[src/rtl/debug_display_scheduler.sv]
// Four-digit seven-segment debug display sequencer: fetches one register per frame
// over a shared debug read port and scans the latched 16-bit value across the digits.
module debug_display_scheduler #(
    parameter int REFRESH_DIV = 50000,
    parameter int TIMEOUT     = 255
) (
    input  logic        clk,
    input  logic        reset,
    input  logic [4:0]  test,
    input  logic        half,
    output logic        rd_req,
    output logic [4:0]  rd_addr,
    input  logic        rd_ack,
    input  logic [31:0] rd_data,
    output logic [6:0]  seg,
    output logic [3:0]  A,
    output logic        frame_done,
    output logic        err
);

    localparam int CNT_W  = (REFRESH_DIV > 2) ? $clog2(REFRESH_DIV) : 1;
    localparam int WAIT_W = (TIMEOUT > 1) ? $clog2(TIMEOUT + 1) : 1;
    localparam logic [CNT_W-1:0]  CNT_LAST  = CNT_W'(REFRESH_DIV - 1);
    localparam logic [WAIT_W-1:0] WAIT_LAST = WAIT_W'(TIMEOUT - 1);
    localparam logic [6:0] SEG_DASH = 7'b1111110;
    localparam logic [6:0] SEG_OFF  = 7'b1111111;

    typedef enum logic {IDLE, REQ} state_t;

    state_t             state, state_nxt;
    logic [CNT_W-1:0]   cnt_p0;
    logic [1:0]         digit_p0;
    logic               first_p0;
    logic               frame_start;
    logic [WAIT_W-1:0]  wcnt;
    logic               half_q;
    logic [15:0]        disp_val;
    logic               load, ack_hit, to_hit;
    logic [3:0]         nib;

    function automatic logic [6:0] hex_glyph(input logic [3:0] v);
        logic [6:0] g;
        case (v)
            4'h0: g = 7'b0000001;
            4'h1: g = 7'b1001111;
            4'h2: g = 7'b0010010;
            4'h3: g = 7'b0000110;
            4'h4: g = 7'b1001100;
            4'h5: g = 7'b0100100;
            4'h6: g = 7'b0100000;
            4'h7: g = 7'b0001111;
            4'h8: g = 7'b0000000;
            4'h9: g = 7'b0000100;
            4'hA: g = 7'b0001000;
            4'hB: g = 7'b1100000;
            4'hC: g = 7'b0110001;
            4'hD: g = 7'b1000010;
            4'hE: g = 7'b0110000;
            default: g = 7'b0111000;
        endcase
        return g;
    endfunction

    // Stage p0: scan counter; first_p0 makes the first post-reset cycle a frame start
    always_ff @(posedge clk or negedge reset) begin
        if (!reset) begin
            cnt_p0   <= '0;
            digit_p0 <= 2'd0;
            first_p0 <= 1'b1;
        end else begin
            first_p0 <= 1'b0;
            if (cnt_p0 == CNT_LAST) begin
                cnt_p0   <= '0;
                digit_p0 <= digit_p0 + 2'd1;
            end else begin
                cnt_p0 <= cnt_p0 + 1'b1;
            end
        end
    end

    assign frame_start = first_p0 | ((cnt_p0 == CNT_LAST) && (digit_p0 == 2'd3));

    always_comb begin
        state_nxt = state;
        load      = 1'b0;
        ack_hit   = 1'b0;
        to_hit    = 1'b0;
        case (state)
            IDLE: begin
                if (frame_start) begin
                    state_nxt = REQ;
                    load      = 1'b1;
                end
            end
            REQ: begin
                if (rd_ack) begin
                    ack_hit   = 1'b1;
                    state_nxt = IDLE;
                end else if (wcnt == WAIT_LAST) begin
                    to_hit    = 1'b1;
                    state_nxt = IDLE;
                end
            end
            default: state_nxt = IDLE;
        endcase
    end

    always_ff @(posedge clk or negedge reset) begin
        if (!reset) begin
            state      <= IDLE;
            rd_addr    <= 5'd0;
            half_q     <= 1'b0;
            wcnt       <= '0;
            disp_val   <= 16'd0;
            frame_done <= 1'b0;
            err        <= 1'b0;
        end else begin
            state      <= state_nxt;
            frame_done <= ack_hit;
            if (load) begin
                rd_addr <= test;
                half_q  <= half;
                wcnt    <= '0;
            end else if (state == REQ) begin
                wcnt <= wcnt + 1'b1;
            end
            if (ack_hit) begin
                disp_val <= half_q ? rd_data[31:16] : rd_data[15:0];
                err      <= 1'b0;
            end else if (to_hit) begin
                err <= 1'b1;
            end
        end
    end

    // Decoded from the state register so an asynchronous reset drops it at once
    assign rd_req = (state == REQ);

    assign nib = disp_val[4*digit_p0 +: 4];

    // Stage p1: registered segment and anode drives
    always_ff @(posedge clk or negedge reset) begin
        if (!reset) begin
            seg <= SEG_OFF;
            A   <= 4'hF;
        end else begin
            A   <= ~(4'b0001 << digit_p0);
            seg <= err ? SEG_DASH : hex_glyph(nib);
        end
    end

endmodule

[config.mk]
export PLATFORM = sky130hd
export DESIGN_NAME = debug_display_scheduler
export DESIGN_NICKNAME = d
export VERILOG_FILES = /design/src/rtl/debug_display_scheduler.sv
export SDC_FILE = /design/constraint.sdc
export NUM_CORES = 1
export LEC_CHECK = 0
export CORE_ASPECT_RATIO = 1.25
export CORE_MARGIN = 4
export CORE_UTILIZATION = 35
export CTS_CLUSTER_DIAMETER = 150
export DETAILED_ROUTE_END_ITERATION = 6
export HOLD_SLACK_MARGIN = 0.03
export SLEW_MARGIN = 5
export SYNTH_ARGS = -nofsm -noshare
export SYNTH_HDL_FRONTEND = slang
export SYNTH_SLANG_ARGS = --single-unit
[constraint.sdc]
create_clock -name clk -period 2.2 [get_ports clk]
set_input_delay 0.33 -clock clk [delete_from_list [all_inputs] [get_ports clk]]
set_output_delay 0.33 -clock clk [all_outputs]
set_load 0.05 [all_outputs]
==> results summary <==
The maximum number of buffers from clock root to sink came out at 2. The placeable core region is 8750 sq um. The number of flops mapped to enable cells by yosys came out at 0.

Sorting the synthesized cells by area gives the leading types as sky130_fd_sc_hd__dfrtp_1 (40%), sky130_fd_sc_hd__dfstp_2 (10%), sky130_fd_sc_hd__mux2i_1 (6.0%), sky130_fd_sc_hd__ha_1 (5.2%), sky130_fd_sc_hd__nor2_1 (4.9%). STA puts the critical path data arrival time at 1.77 ns. Max-cap violations in this run came to 0.

The total nets after synthesis came out at 349. Timing analysis after detailed placement gives a worst setup slack of 0.144 ns. The peak supply drop is 0.378 mV.

Yosys mapped the design onto 44 distinct sky130hd cell types. The worst slew slack as a fraction of its limit came out at 60.3%. The register area share after synthesis is 50.5%. The number of max-slew violations in the final report is 0.

In this run the power density over the cells is 901 nW/um^2. Setup repair after global routing left no endpoint under its margin. The period utilization came out at 95.4%. 60 I/O pins were placed. At the pin with the least slew margin, the transition time is 0.596 ns. The cell at the root of the clock tree is sky130_fd_sc_hd__clkbuf_8. STA classifies the critical path endpoint as a primary output.

Entering global routing, the biggest net connects 41 pins. In the layout the commonest cells are sky130_fd_sc_hd__clkdlybuf4s50_1 (58), sky130_fd_sc_hd__dfrtp_1 (51), sky130_fd_sc_hd__nor2_1 (41), sky130_fd_sc_hd__a21oi_1 (20). The number of core rows came out at 38. The weighted congestion reported at the end of routability-driven placement came out at 0.782. The final antenna-violating net count came out at 0. Summing all placed instances gives a cell area of 3890 sq um. The run finished with clean final reports. The DRC marker count from the first detailed-route iteration came out at 87. The number of clock buffers inserted by TritonCTS came out at 9.

The ratio of routed vias to standard cells came out at 4.86. The final routed wire length divided by cell count is 14.2 microns. The hold violation total from the final report came out at 0.

The initial antenna violation count is 0. Setup violations remaining at the end of the flow were counted as 0. TritonCTS built the clock tree.

On the critical path, the stage with the largest delay is an instance of sky130_fd_sc_hd__clkdlybuf4s50_1. In this run the post-CTS setup repair buffer count came out at 0. The total iterations of the first detailed-routing run came out at 4. In the final layout, the share of cells above drive strength 1 is 13.4%. The filler-free cell count of the finished design is 486.

The area of all placed cells without fillers came out at 4090 sq um. The biggest area contributor in the post-synthesis netlist is sky130_fd_sc_hd__dfrtp_1. The worst endpoint required time is 1.87 ns. The peak fanout along the critical path came out at 10. The number of buffer and inverter instances along the worst setup path is 1. The width of the die came out at 92.9 microns.

Walking the worst path, the cells encountered are clkdlybuf4s50_1. The clock latency of the later-clocked register in the worst-skew pair is 0.35 ns. The gate family responsible for the most delay along the worst path is buffers and inverters. The diode insertion count for antenna repair came out at 0.

The wire length of the first global-routing pass came out at 11.6 mm. The depth of the CTS H-tree is 3. The critical path start-end classification is flip-flop to primary output. The leftover overflow at the end of global routing is 0. The clock-pin slew on the worst setup and hold paths is 0.07 ns. The initial cell density of the core came out at 36.0%. For this run, asynchronously set or reset flops after synthesis account for 100%. The via count of the routed design is 2363. In the routed design, unresolved DRC markers number 0. The highest cell delay on the worst timing path is 0.88 ns.

The gate count of the mapped netlist is 295. The achievable frequency came out at 0.476 GHz. STA classifies the critical path startpoint as a flip-flop. The layout-stage area growth over the synthesis result is 29.9%. The total number of clock tree sinks is 63. In this run the static leakage power is 1.75 nW.

Summed over all layers, the routed wires come to 6.88 mm. The most used flip-flop cell after synthesis is sky130_fd_sc_hd__dfrtp_1. The floorplan step set the die height to 114 microns. The worst clock skew is 0.0174 ns. Leaving out fill and tap cells, the most frequent cell in the layout is sky130_fd_sc_hd__clkdlybuf4s50_1.

Global routing used 13.9% of the available tracks. The count of placed standard cells including taps is 469. The mapped cell area is 3150 sq um. The total of buffers placed on input and output ports is 59. The net count reported at finish is 415. The share of the synthesized area in the top cell type came out at 40.5%. The number of global-route vias before repair came out at 2424.

The sum of negative setup slack is 0 ns. The post-detailed-placement half-perimeter wirelength is 4.88 mm. For this run, the number of Yosys warnings is 0. Overall power consumption after layout is estimated at 3.69 mW.

The die footprint is 10600 sq um. Counting flops and latches in the post-synthesis netlist gives 63. The path class of the tightest hold or removal check is flip-flop to flip-flop. The smallest clock period supported by the final layout is computed as 2.10 ns. The average instance area after synthesis is 10.7 sq um. After layout, the worst setup slack is 0.101 ns.
==> final timing paths <==
check / startpoint / end / slack, ns / depth (start not counted)
min in group asynchronous: reset / wcnt[6]$_DFFE_PN0P_ / 0.53 / 2
setup / recovery: err$_DFFE_PN0P_ / err / 0.10 / 1
hold / removal: cnt_p0[15]$_DFF_PN0_ / cnt_p0[15]$_DFF_PN0_ / 0.48 / 1
setup reg to reg: digit_p0[0]$_DFFE_PN0N_ / seg[5]$_DFF_PN1_ / 0.12 / 6
max in group asynchronous: reset / A[2]$_DFF_PN1_ / 0.98 / 3
hold reg to reg: cnt_p0[15]$_DFF_PN0_ / cnt_p0[15]$_DFF_PN0_ / 0.48 / 1
==> Yosys cell counts (all sizes together) (3+ instances only) <==
cell type and count:
a211oi 4, a21oi 21, a22o 3, a31o 4, and3 5, and4 3, buf 7, clkbuf 7
dfrtp 51, dfstp 12, ha 13, inv 12, mux2 4, mux2i 19, mux4 4, nand2 19
nand3 9, nand4 3, nor2 41, nor2b 4, nor3 3, o211ai 6, o21ai 8, xnor2 10
xor2 5
==> state kept, by name, indices dropped and copies added, names as in the netlist <==
name,count
half_q,1
wcnt,8
err,1
cnt_p0,16
A,4
digit_p0,2
rd_req,1
seg,7
rd_addr,5
first_p0,1
frame_done,1
disp_val,16
==> routing by layer <==
layer  share of wire [%]  wire, microns  global-route usage (%)
met5                   0              0                       0
met4                 2.3            156                    7.14
met3                 3.7            253                    2.83
met2                  50           3410                    22.4
met1                  44           3060                    17.8
==> stage by stage <==
| step | utilization [%] | hold slack [ns] |
|---|---|---|
| after floorplan | - | 0.0344 |
| final | 46.8 | 0.484 |
| after global routing | 46.8 | 0.506 |
| after detailed placement | 44.5 | 0.367 |
| after global placement | 44.5 | 0.359 |
| after CTS | 46.8 | 0.494 |
==> layout make-up <==
type | count | area [sq um]
Fill cell | 829 | 4660
Sequential cell | 63 | 1590
Multi-Input combinational cell | 206 | 1440
Timing Repair Buffer | 69 | 676
Tap cell | 120 | 150
Clock buffer | 12 | 145
Clock inverter | 4 | 45.0
Inverter | 12 | 45.0
==> timing repair <==
action                                  in CTS  in global routing
endpoints found under the hold margin       16                  0
hold buffers                                 1                  0
endpoints found under the setup margin       0                  0
gates resized for setup                      0                  0
==> kinds of logic (layout without fill, tap and decap cells) <==
kind of cell	after synthesis	after routing	synth area share (%)
buf+inv	26	97	3.81
other cells	1	1	0.119
compound gates	56	56	11.6
flops	63	63	50.5
xor+xnor	15	15	4.17
simple gates	94	94	14.2
fa+ha+maj	13	13	5.16
mux	27	27	10.4
==> report_power, final <==
group | switching (mW) | internal, mW | leakage [nW]
Clock | 0.449 | 0.550 | 0.100
Combinational | 0.689 | 0.483 | 0.896
Sequential | 0.123 | 1.40 | 0.759
No activity file was read; power rests on OpenSTA's default activity.
